**config.mk**
```make
export PLATFORM = sky130hd
export DESIGN_NAME = pipe_ctrl
export DESIGN_NICKNAME = d
export VERILOG_FILES = /design/src/rtl/pipe_ctrl.sv
export SDC_FILE = /design/constraint.sdc
export NUM_CORES = 1
export LEC_CHECK = 0
export ABC_AREA = 1
export ABC_CLOCK_PERIOD_IN_PS = 1500
export CAP_MARGIN = 20
export CORE_MARGIN = 8
export CORE_UTILIZATION = 38
export CTS_CLUSTER_DIAMETER = 80
export DETAILED_ROUTE_END_ITERATION = 6
export PLACE_DENSITY = 0.85
export SLEW_MARGIN = 20
export SYNTH_ARGS = -nofsm -noshare
export SYNTH_HDL_FRONTEND = slang
export SYNTH_SLANG_ARGS = --single-unit
```
**constraint.sdc**
```tcl
create_clock -name clk -period 1.5 [get_ports clk]
set_clock_uncertainty 0.2 [all_clocks]
set_input_delay 0.225 -clock clk [delete_from_list [all_inputs] [get_ports clk]]
set_output_delay 0.225 -clock clk [all_outputs]
set_load 0.01 [all_outputs]
```
**src/rtl/pipe_ctrl.sv**
```systemverilog
// Pipelined MIPS main decoder: D-stage decode with registered E/M/W control bundles.
// Optional extended immediate/bne decodes under PIPE_CTRL_EXT_OPS_EN.
module pipe_ctrl #(
    parameter int ALUOP_W = 2,
    parameter int CNT_W   = 8
) (
    input  logic               clk,
    input  logic               reset_n,
    input  logic [5:0]         op_d,
    input  logic               valid_d,
    input  logic               stall_d,
    input  logic               flush_e,
    output logic               branch_d,
    output logic               bne_d,
    output logic               jump_d,
    output logic               illegal_d,
    output logic               regwrite_e,
    output logic               memtoreg_e,
    output logic               memwrite_e,
    output logic               alusrc_e,
    output logic               regdst_e,
    output logic               zeroext_e,
    output logic [ALUOP_W-1:0] aluop_e,
    output logic               regwrite_m,
    output logic               memtoreg_m,
    output logic               memwrite_m,
    output logic               regwrite_w,
    output logic               memtoreg_w,
    output logic [CNT_W-1:0]   illegal_cnt
);

    localparam logic [5:0] OP_RTYPE = 6'b000000;
    localparam logic [5:0] OP_LW    = 6'b100011;
    localparam logic [5:0] OP_SW    = 6'b101011;
    localparam logic [5:0] OP_BEQ   = 6'b000100;
    localparam logic [5:0] OP_ADDI  = 6'b001000;
    localparam logic [5:0] OP_J     = 6'b000010;
`ifdef PIPE_CTRL_EXT_OPS_EN
    localparam logic [5:0] OP_BNE   = 6'b000101;
    localparam logic [5:0] OP_ANDI  = 6'b001100;
    localparam logic [5:0] OP_ORI   = 6'b001101;
    localparam logic [5:0] OP_SLTI  = 6'b001010;
`endif

    typedef struct packed {
        logic       regwrite;
        logic       regdst;
        logic       alusrc;
        logic       branch;
        logic       memwrite;
        logic       memtoreg;
        logic [2:0] aluop;
        logic       jump;
        logic       bne;
        logic       zeroext;
    } dec_t;

    typedef struct packed {
        logic               regwrite;
        logic               memtoreg;
        logic               memwrite;
        logic               alusrc;
        logic               regdst;
        logic               zeroext;
        logic [ALUOP_W-1:0] aluop;
    } ex_t;

    typedef struct packed {
        logic regwrite;
        logic memtoreg;
        logic memwrite;
    } mem_t;

    typedef struct packed {
        logic regwrite;
        logic memtoreg;
    } wb_t;

    generate
        if (ALUOP_W < 2) begin : g_aluop_min
            $error("pipe_ctrl: ALUOP_W must be >= 2");
        end
`ifdef PIPE_CTRL_EXT_OPS_EN
        if (ALUOP_W < 3) begin : g_aluop_ext
            $error("pipe_ctrl: ALUOP_W must be >= 3 with extended ops");
        end
`endif
    endgenerate

    dec_t dec;
    logic known;
    ex_t  dec_e;
    ex_t  e_q;
    mem_t m_q;
    wb_t  w_q;
    logic issue;

    always_comb begin
        dec   = '0;
        known = 1'b0;
        unique case (1'b1)
            (op_d == OP_RTYPE): begin
                known        = 1'b1;
                dec.regwrite = 1'b1;
                dec.regdst   = 1'b1;
                dec.aluop    = 3'd2;
            end
            (op_d == OP_LW): begin
                known        = 1'b1;
                dec.regwrite = 1'b1;
                dec.alusrc   = 1'b1;
                dec.memtoreg = 1'b1;
            end
            (op_d == OP_SW): begin
                known        = 1'b1;
                dec.alusrc   = 1'b1;
                dec.memwrite = 1'b1;
            end
            (op_d == OP_BEQ): begin
                known      = 1'b1;
                dec.branch = 1'b1;
                dec.aluop  = 3'd1;
            end
            (op_d == OP_ADDI): begin
                known        = 1'b1;
                dec.regwrite = 1'b1;
                dec.alusrc   = 1'b1;
            end
            (op_d == OP_J): begin
                known    = 1'b1;
                dec.jump = 1'b1;
            end
`ifdef PIPE_CTRL_EXT_OPS_EN
            (op_d == OP_BNE): begin
                known     = 1'b1;
                dec.bne   = 1'b1;
                dec.aluop = 3'd1;
            end
            (op_d == OP_ANDI): begin
                known        = 1'b1;
                dec.regwrite = 1'b1;
                dec.alusrc   = 1'b1;
                dec.zeroext  = 1'b1;
                dec.aluop    = 3'd3;
            end
            (op_d == OP_ORI): begin
                known        = 1'b1;
                dec.regwrite = 1'b1;
                dec.alusrc   = 1'b1;
                dec.zeroext  = 1'b1;
                dec.aluop    = 3'd4;
            end
            (op_d == OP_SLTI): begin
                known        = 1'b1;
                dec.regwrite = 1'b1;
                dec.alusrc   = 1'b1;
                dec.aluop    = 3'd5;
            end
`endif
            default: begin
                dec   = '0;
                known = 1'b0;
            end
        endcase
        // An empty slot must never leak controls, even for a mapped opcode
        if (!valid_d) begin
            dec   = '0;
            known = 1'b0;
        end
    end

    assign illegal_d = valid_d & ~known;
    assign branch_d  = dec.branch;
    assign jump_d    = dec.jump;
`ifdef PIPE_CTRL_EXT_OPS_EN
    assign bne_d     = dec.bne;
`else
    assign bne_d     = 1'b0;
`endif

    always_comb begin
        dec_e          = '0;
        dec_e.regwrite = dec.regwrite;
        dec_e.memtoreg = dec.memtoreg;
        dec_e.memwrite = dec.memwrite;
        dec_e.alusrc   = dec.alusrc;
        dec_e.regdst   = dec.regdst;
`ifdef PIPE_CTRL_EXT_OPS_EN
        dec_e.zeroext  = dec.zeroext;
`else
        dec_e.zeroext  = 1'b0;
`endif
        dec_e.aluop    = ALUOP_W'(dec.aluop);
    end

    assign issue = ~stall_d & ~flush_e;

    always_ff @(posedge clk or negedge reset_n) begin
        if (!reset_n) begin
            e_q <= '0;
            m_q <= '0;
            w_q <= '0;
        end else begin
            e_q          <= issue ? dec_e : '0;
            m_q.regwrite <= e_q.regwrite;
            m_q.memtoreg <= e_q.memtoreg;
            m_q.memwrite <= e_q.memwrite;
            w_q.regwrite <= m_q.regwrite;
            w_q.memtoreg <= m_q.memtoreg;
        end
    end

    // Only issued instructions count, so a stalled one is seen exactly once
    always_ff @(posedge clk or negedge reset_n) begin
        if (!reset_n) begin
            illegal_cnt <= '0;
        end else if (illegal_d && issue && (illegal_cnt != '1)) begin
            illegal_cnt <= illegal_cnt + CNT_W'(1);
        end
    end

    assign regwrite_e = e_q.regwrite;
    assign memtoreg_e = e_q.memtoreg;
    assign memwrite_e = e_q.memwrite;
    assign alusrc_e   = e_q.alusrc;
    assign regdst_e   = e_q.regdst;
    assign zeroext_e  = e_q.zeroext;
    assign aluop_e    = e_q.aluop;
    assign regwrite_m = m_q.regwrite;
    assign memtoreg_m = m_q.memtoreg;
    assign memwrite_m = m_q.memwrite;
    assign regwrite_w = w_q.regwrite;
    assign memtoreg_w = w_q.memtoreg;

endmodule

```
== Yosys cells after proc, flatten, opt, wreduce, memory -nomap -nowiden ==
Cells that the tools add are included.

* Register bits after elaboration: 21
* Output and inout port bits: 25
* Word-level logic and storage cells: 43

* Add/subtract/negate cells: 1
* Equality and inequality tests: 6
* Multiplexer cells: 12
* Bitwise logic cells: 5
* Reduce and logical (&&, ||, !) cells: 6

{| class="wikitable"
|+ Operator list
! kind !! count
|-
| $eq A6 B6 Y1 const B || 2
|-
| $mux W12 || 1
|-
| $mux W1 || 9
|-
| $add A8 B1 Y8 const B || 1
|-
| $mux W8 || 1
|-
| $ne A8 B8 Y1 const B || 1
|-
| $eq A6 B2 Y1 const B || 1
|-
| $eq A6 B3 Y1 const B || 1
|-
| $eq A6 B4 Y1 const B || 1
|-
| $logic_not A6 Y1 || 1
|-
| $reduce_or A3 Y1 || 2
|-
| $reduce_or A6 Y1 || 1
|-
| $pmux W2 S2 || 1
|-
| $not A1 Y1 || 3
|-
| $and A1 B1 Y1 || 2
|-
| $logic_and A1 B1 Y1 || 2
|}

== Depth between registers and ports, before layout ==
Gate-level depths: netlist of the first run.

* Depth in word-level cells: 8
* Mapped depth: 9
* Depth with buffers taken out: 9

== Worst setup path after synthesis of the first run ==
OpenSTA, ideal clock, no wires.

* Path kind: flip-flop to flip-flop
* From: register illegal_cnt[0]
* To: register illegal_cnt[7]
* Library setup time: 117 ps
* Arrival: 1,208 ps
* Required time: 1,183 ps
* Setup slack: -25 ps
* Cell stages (with the launch flop): 9
* Period minus slack after synthesis: 1,525 ps
* Cells stage by stage: dfrtp_1 -> ha_1 -> nand2_1 -> nor2_1 -> nand3_1 -> inv_1 -> nor2_4 -> nand2_1 -> nand2_1

* Word-level cells in the longest chain between the ends: 2
* Elaborated cells on any way between the ends: 3
* Those cells by class: 1 x add/sub; 1 x eq/ne; 1 x reduce/logical

{| class="wikitable"
|+ Ends and longest elaborated chain
! element !! line !! RTL
|-
| start, declared || 29 || <nowiki>output logic [CNT_W-1:0] illegal_cnt</nowiki>
|-
| start signal, assigned || 218 || <nowiki>illegal_cnt <= illegal_cnt + CNT_W'(1);</nowiki>
|-
| branches (longest 2 deep; another with $add A8 B1 Y8) || -- ||
|}

Parallel ways; which one is timed is not known.
A chain may end at the register's enable or synchronous reset.

== Worst setup path after layout of the first run ==
* From: register illegal_cnt[1]
* To: register illegal_cnt[7]

Same word-level chain as after synthesis.

==> reports/qor.yml, run 1 <==
pwr:
  ir_worst_vdd_v: 0.000693
  power.density_mw_per_mm2: 861
  leakagePower_uw: 0.000884
run_status:
  status: "finished, violations left"
  failed_checks: "setup timing"
drt:
  wl_per_cell_um: 13.6
  drt-pass1-iter-count: 4
  vias_per_cell: 4.72
  drt_iter0_markers: 29
  drc: 0
  vias: 939
  drtAntennaViolNets: 0
  wl_um: 2710
global_route:
  grt.overflow.total: 0
  grt_use_total_pct: 12.8
  grt_max_degree: 20
  grt_pass1_wl_um: 4400
  first_global_vias: 1008
  antenna_found_initial: 0
clocking:
  hold_buffers: 0
  cts_buffers: 3
  cts_root_buffer: "clkbuf_4"
  clock_latency_ps: 290
  cts_tree: "built"
  tritoncts_num_sinks: 19
  clk_pin_slew_ps: 110
  clockBufferDepth: 2
  cts_max_level: 1
worst_setup_path:
  cp_cell_sequence: "buf_6, ha_4, nand2_4, nor2_4, nand3_4, inv_2, nor2_4, nand2_1, nand2_1"
  critPathLaunchType: "flop"
  end_kind: "flop"
  cp.required_ps: 1540
  crit_type: "reg -> reg"
  cpMaxStageDelayCell: "dfrtp_1"
  path_max_fanout: 8
  max_stage_delay_ps: 410
  worstPathArrival_ps: 1570
die:
  start_util_pct: 38.9
  core_sq_mm: 0.00239
  io_pins: 36
  die_area_sq_mm: 0.00429
  die_w_um: 65.5
  die_h_um: 65.5
  rows: 18
cells_and_area:
  num-fill-cells: 215
  n_antenna_cell: 0
  multi_input_area_sq_um: 490
  nNetsFinal: 182
  fin_cells: 199
  syn2layout_area_growth_pct: 67.8
  drive_gt1_share_pct: 40.2
  final-seq-area_sq_um: 475
  final_cell_mix: "nand2_1, buf_4, dfrtp_1, dlygate4sd2_1, nor2_1"
  final_common_cell: "nand2_1"
sta:
  fmax_mhz: 655
  hold_ws_ps: 40.8
  fin_crit_ps: 1530
  rsz0062_at_grt: "yes"
  layout_setup_ws_ps: -27.4
  hold_violations: 0
  period_share_pct: 102
  report.final.slew_viol_count: 0
  setup_viol: 8
flow_run:
  cap_violations: 0
place:
  place_congestion: 0.823
  dp.cells: 182
  io_buffers: 33
  dp_hpwl_um: 1830
logic_synthesis:
  synth_area_per_cell_sq_um: 8.85
  yosys_warnings: 0
  synth_seq_cells: 19
  ys_types: 20
  synthesis.area_sq_um: 930
  ys_seq_area_share_pct: 51.1
  syn-instance-count: 105
worst_hold_path:
  hp-class: "in -> async"
[cell usage after synthesis]
library cell  instances  area share, %
a21oi_1               1           0.54
buf_4                 3            2.4
conb_1                1           0.40
dfrtp_1              19             51
ha_1                  1            1.3
inv_1                 7            2.8
inv_2                 2           0.81
nand2_1              32             13
nand2_2               1           0.67
nand3_1               6            3.2
nand3_2               3            3.2
nand4_1               1           0.67
nand4_2               1            1.3
nor2_1               13            5.2
nor2_2                1           0.67
nor2_4                3            3.6
nor3_1                2            1.1
nor4_2                1            1.3
o21bai_1              1           0.81
xor2_1                6            5.7
[metal layers]
metal | GRT usage [%] | wire (um) | up-vias
met3 | 2.38 | 176 | 6
li1 | - | - | 450
met4 | 5.99 | 59 | 0
met5 | 0 | 0 | -
met1 | 13.2 | 1020 | 442
met2 | 24.0 | 1460 | 41
[state kept, by name, indices dropped and copies added (netlist names)]
signal	flops
illegal_cnt	8
regdst_e	1
memwrite_m	1
memtoreg_w	1
regwrite_e	1
regwrite_w	1
memwrite_e	1
memtoreg_e	1
regwrite_m	1
memtoreg_m	1
aluop_e	1
alusrc_e	1
[where the power goes]
part           internal, uW  switching (uW)
Combinational           254             247
Clock                   103             149
Sequential              557            33.4
[path summary, 6_finish.rpt]
kind                       depth (start not counted)              to  slack (ps)      startpoint
max                                                9  illegal_cnt[7]         -30  illegal_cnt[1]
min                                                2  illegal_cnt[0]          40         reset_n
max reg2reg                                        9  illegal_cnt[7]         -30  illegal_cnt[1]
min reg2reg                                        0      memtoreg_w         180      memtoreg_m
max in group asynchronous                          2      regwrite_m         850         reset_n
min in group clk                                   3        regdst_e          50         op_d[0]
[layout make-up]
type | count | area share, %
repair buffers | 62 | 31.8
inverters | 9 | 2.17
well taps | 30 | 2.41
flip-flops and latches | 19 | 30.5
clock buffers | 4 | 1.68
multi-input cells | 75 | 31.4
[critical path: cells and delay by family, from the launching register on]
kind | cells | cell delay [ps]
AND/OR/NAND/NOR | 6 | 520
buffers and inverters | 2 | 180
flip-flops | 1 | 410
adder cells (fa/ha/maj) | 1 | 160
[timing repair]
action / in CTS / in global routing
buffers inserted: 12 / 2
setup endpoints to repair: 33 / 12
gates cloned: 0 / 0
pin swaps: 13 / 12
gates resized for setup: 64 / 12
[cells by family after synthesis]
family,after synthesis,share of synthesized area [%]
AND/OR/NAND/NOR,64,34.1
buffers and inverters,12,6.06
flip-flops,19,51.1
other,1,0.403
adder cells (fa/ha/maj),1,1.35
XOR/XNOR,6,5.65
AO/OA/AOI/OAI,2,1.35
[through the flow]
step | total power (uW) | TNS, ps | worst slack (ps) | utilization (%) | cell area, sq um
after floorplan | 771 | 0 | 20.3 | - | 952
after global placement | 952 | -5800 | -666 | 59.9 | 1430
after detailed placement | 978 | -6310 | -689 | 59.9 | 1430
after CTS | 1340 | -143 | -26.4 | 65.3 | 1560
after global routing | 1430 | -818 | -128 | 65.4 | 1560
final | 1340 | -114 | -27.4 | 65.4 | 1560
Power figures use the tool's default switching activity.
==> run 2: changes to the inputs <==
--- a/config.mk
+++ b/config.mk
@@ -6,7 +6,7 @@
 export NUM_CORES = 1
 export LEC_CHECK = 0
 export ABC_AREA = 1
-export ABC_CLOCK_PERIOD_IN_PS = 1500
+export ABC_CLOCK_PERIOD_IN_PS = 1300
 export CAP_MARGIN = 20
 export CORE_MARGIN = 8
 export CORE_UTILIZATION = 38
==> constraint.sdc (replaced) <==
create_clock -name clk -period 1.3 [get_ports clk]
set_clock_uncertainty 0.2 [all_clocks]
set_input_delay 0.195 -clock clk [delete_from_list [all_inputs] [get_ports clk]]
set_output_delay 0.195 -clock clk [all_outputs]
set_load 0.01 [all_outputs]
==> run 2 against run 1 <==
Net effect:
- the flow still finishes with violations (setup timing)
- die area did not move
- global-route usage up 0.066 points
- via count is 2.3% lower
- maximum frequency fell by 0.80%
- setup slack worse by 210 ps
- critical endpoint is now illegal_cnt[1]
- largest cell class is now multi-input gates
==> reports/qor.yml, run 2 (same netlist as run 1, synthesis figures left out) <==
sta:
  final.setup.tns_ps: -2030  # was -114 ps
  layout_setup_ws_ps: -240  # was -27.4 ps
  report.final.slew_viol_count: 0  # unchanged
  hold_violations: 0  # unchanged
  fmax_mhz: 649  # was 655 MHz
  period_share_pct: 118  # was 102%
  setup_viol: 9  # was 8
  rsz0062_at_grt: "yes"  # unchanged
  hold_ws_ps: 6.39  # was 40.8 ps
  fin_crit_ps: 1540  # was 1530 ps
pwr:
  power_report.internal_total_uw: 1040  # was 914 uW
  ir_worst_vdd_v: 0.000738  # was 0.000693 V
  power.share.switching_pct: 32.5  # was 31.9%
  p_sw_uw: 502  # was 429 uW
  p_comb_share_pct: 36.3  # was 37.3%
  power.density_mw_per_mm2: 1010  # was 861 mW/mm^2
  power_frac_clock_pct: 19.6  # was 18.7%
  seq_power_share_pct: 44.0  # was 43.9%
  leakagePower_uw: 0.000843  # was 0.000884 uW
drt:
  drt_iter0_markers: 37  # was 29
  drc: 0  # unchanged
  drtAntennaViolNets: 0  # unchanged
  wl_per_cell_um: 13.2  # was 13.6 um
  vias: 917  # was 939
  drt-pass1-iter-count: 4  # unchanged
  wl_um: 2650  # was 2710 um
  vias_per_cell: 4.56  # was 4.72
worst_setup_path:
  crit_end: "illegal_cnt[1]"  # was illegal_cnt[7]
  cpMaxStageDelayCell: "dfrtp_1"  # unchanged
  cp_top_family: "simple AND/OR/NAND/NOR gates"  # unchanged
  crit_top_cell: "nand2_2"
  crit_type: "reg -> reg"  # unchanged
  reg2regPathDepth: 7  # was 9
  reg2reg_from: "illegal_cnt[0]"  # was illegal_cnt[1]
  worst-path-stages: 7  # was 9
  worstPathArrival_ps: 1590  # was 1570 ps
  cp-startpoint: "illegal_cnt[0]"  # was illegal_cnt[1]
  timing.rr.end: "illegal_cnt[1]"  # was illegal_cnt[7]
  cp_cell_sequence: "ha_2, nand2_2, nor2_4, nand3_4, nand4_4, nand2_1, nand2_2"  # was buf_6, ha_4, nand2_4, nor2_4, nand3_4, inv_2, nor2_4, nand2_1, nand2_1
  end_kind: "flop"  # unchanged
  ff2ff_setup_slack_ps: -240  # was -30 ps
  cp_num_buf_inv: 0  # was 2
  cp.required_ps: 1350  # was 1540 ps
  critPathLaunchType: "flop"  # unchanged
  path_max_fanout: 8  # unchanged
  max_stage_delay_ps: 420  # was 410 ps
clocking:
  clk_pin_slew_ps: 110  # about the same
  clock_latency_ps: 300  # was 290 ps
  cts_max_level: 1  # unchanged
  hold_buffers: 0  # unchanged
  clockBufferDepth: 2  # unchanged
  cts_root_buffer: "clkbuf_4"  # unchanged
  cts_buffers: 3  # unchanged
  cts_tree: "built"  # unchanged
  tritoncts_num_sinks: 19  # unchanged
die:
  io_pins: 36  # unchanged
  die_h_um: 65.5  # unchanged
  rows: 18  # unchanged
  start_util_pct: 38.9  # unchanged
  die_w_um: 65.5  # unchanged
  die_area_sq_mm: 0.00429  # unchanged
  core_sq_mm: 0.00239  # unchanged
global_route:
  grt_use_total_pct: 12.8  # about the same
  grt.overflow.total: 0  # unchanged
  grt_max_degree: 20  # unchanged
  antenna_found_initial: 0  # unchanged
  first_global_vias: 1004  # was 1,008
  grt_pass1_wl_um: 4420  # was 4400 um
cells_and_area:
  final_common_cell: "buf_4"  # was nand2_1
  top_register: "illegal_cnt"  # unchanged
  largest_reg_flops: 8  # unchanged
  syn2layout_area_growth_pct: 64.9  # was 67.8%
  nNetsFinal: 184  # was 182
  drive_gt1_share_pct: 55.6  # was 40.2%
  final_cell_mix: "buf_4, nand2_1, buf_2"  # was nand2_1, buf_4, dfrtp_1, dlygate4sd2_1, nor2_1
  n_antenna_cell: 0  # unchanged
  num-fill-cells: 201  # was 215
flow_run:
  cap_violations: 0  # unchanged
place:
  place_congestion: 0.821  # was 0.823
  io_buffers: 33  # unchanged
  pre_cts_ws_ps: -815  # was -689 ps
  dp_hpwl_um: 1910  # was 1830 um
worst_hold_path:
  hp-class: "in -> async"  # unchanged
run_status:
  status: "finished, violations left"  # unchanged
  failed_checks: "setup timing"  # unchanged
-- run 2: worst min path at each step --
stage	from	to	cells past startpoint
floorplan	reset_n	aluop_e[0]	0
global placement	regwrite_m	regwrite_w	0
detailed placement	regwrite_e	regwrite_m	0
CTS	reset_n	illegal_cnt[2]	2
global route	reset_n	memwrite_m	2
finish	reset_n	memtoreg_m	2
-- run 2: what timing repair did --
action | CTS | global route
gates resized for setup | 118 | 35
endpoints found under the setup margin | 33 | 18
buffers inserted | 10 | 3
pin swaps | 12 | 16
-- run 2: cell type report --
class,count,area (sq um),area share [%]
clock buffer,4,26.3,1.71
inverter,9,41.3,2.69
tap,30,37.5,2.45
timing repair buffer,64,459,30.0
sequential,19,475,31.0
multi-input combinational,75,493,32.2
-- run 2: power by group through the flow --
stage	Combinational, uW	Clock [uW]	Sequential (uW)
global route	620	333	690
floorplan	159	0	739
detailed placement	443	0	719
global placement	415	0	711
finish	561	303	679
CTS	503	303	676
-- run 2: routing by layer --
metal,track usage [%],part of all wire [%],vias to the layer above,wire [um]
met5,0,0,-,0
met4,5.72,1.9,0,51
met3,3.74,7.4,5,195
met2,22.6,52,29,1370
met1,13.8,39,426,1040
li1,-,-,457,-
-- run 2: metrics by stage --
step,instances,total power (uW),utilization (%),cell area (sq um)
6_report,201,1540,64.2,1530
5_1_grt,201,1640,64.2,1530
4_1_cts,198,1480,61.7,1470
3_5_place_dp,184,1160,60.3,1440
3_3_place_gp,184,1130,60.3,1440
2_1_floorplan,106,897,-,960
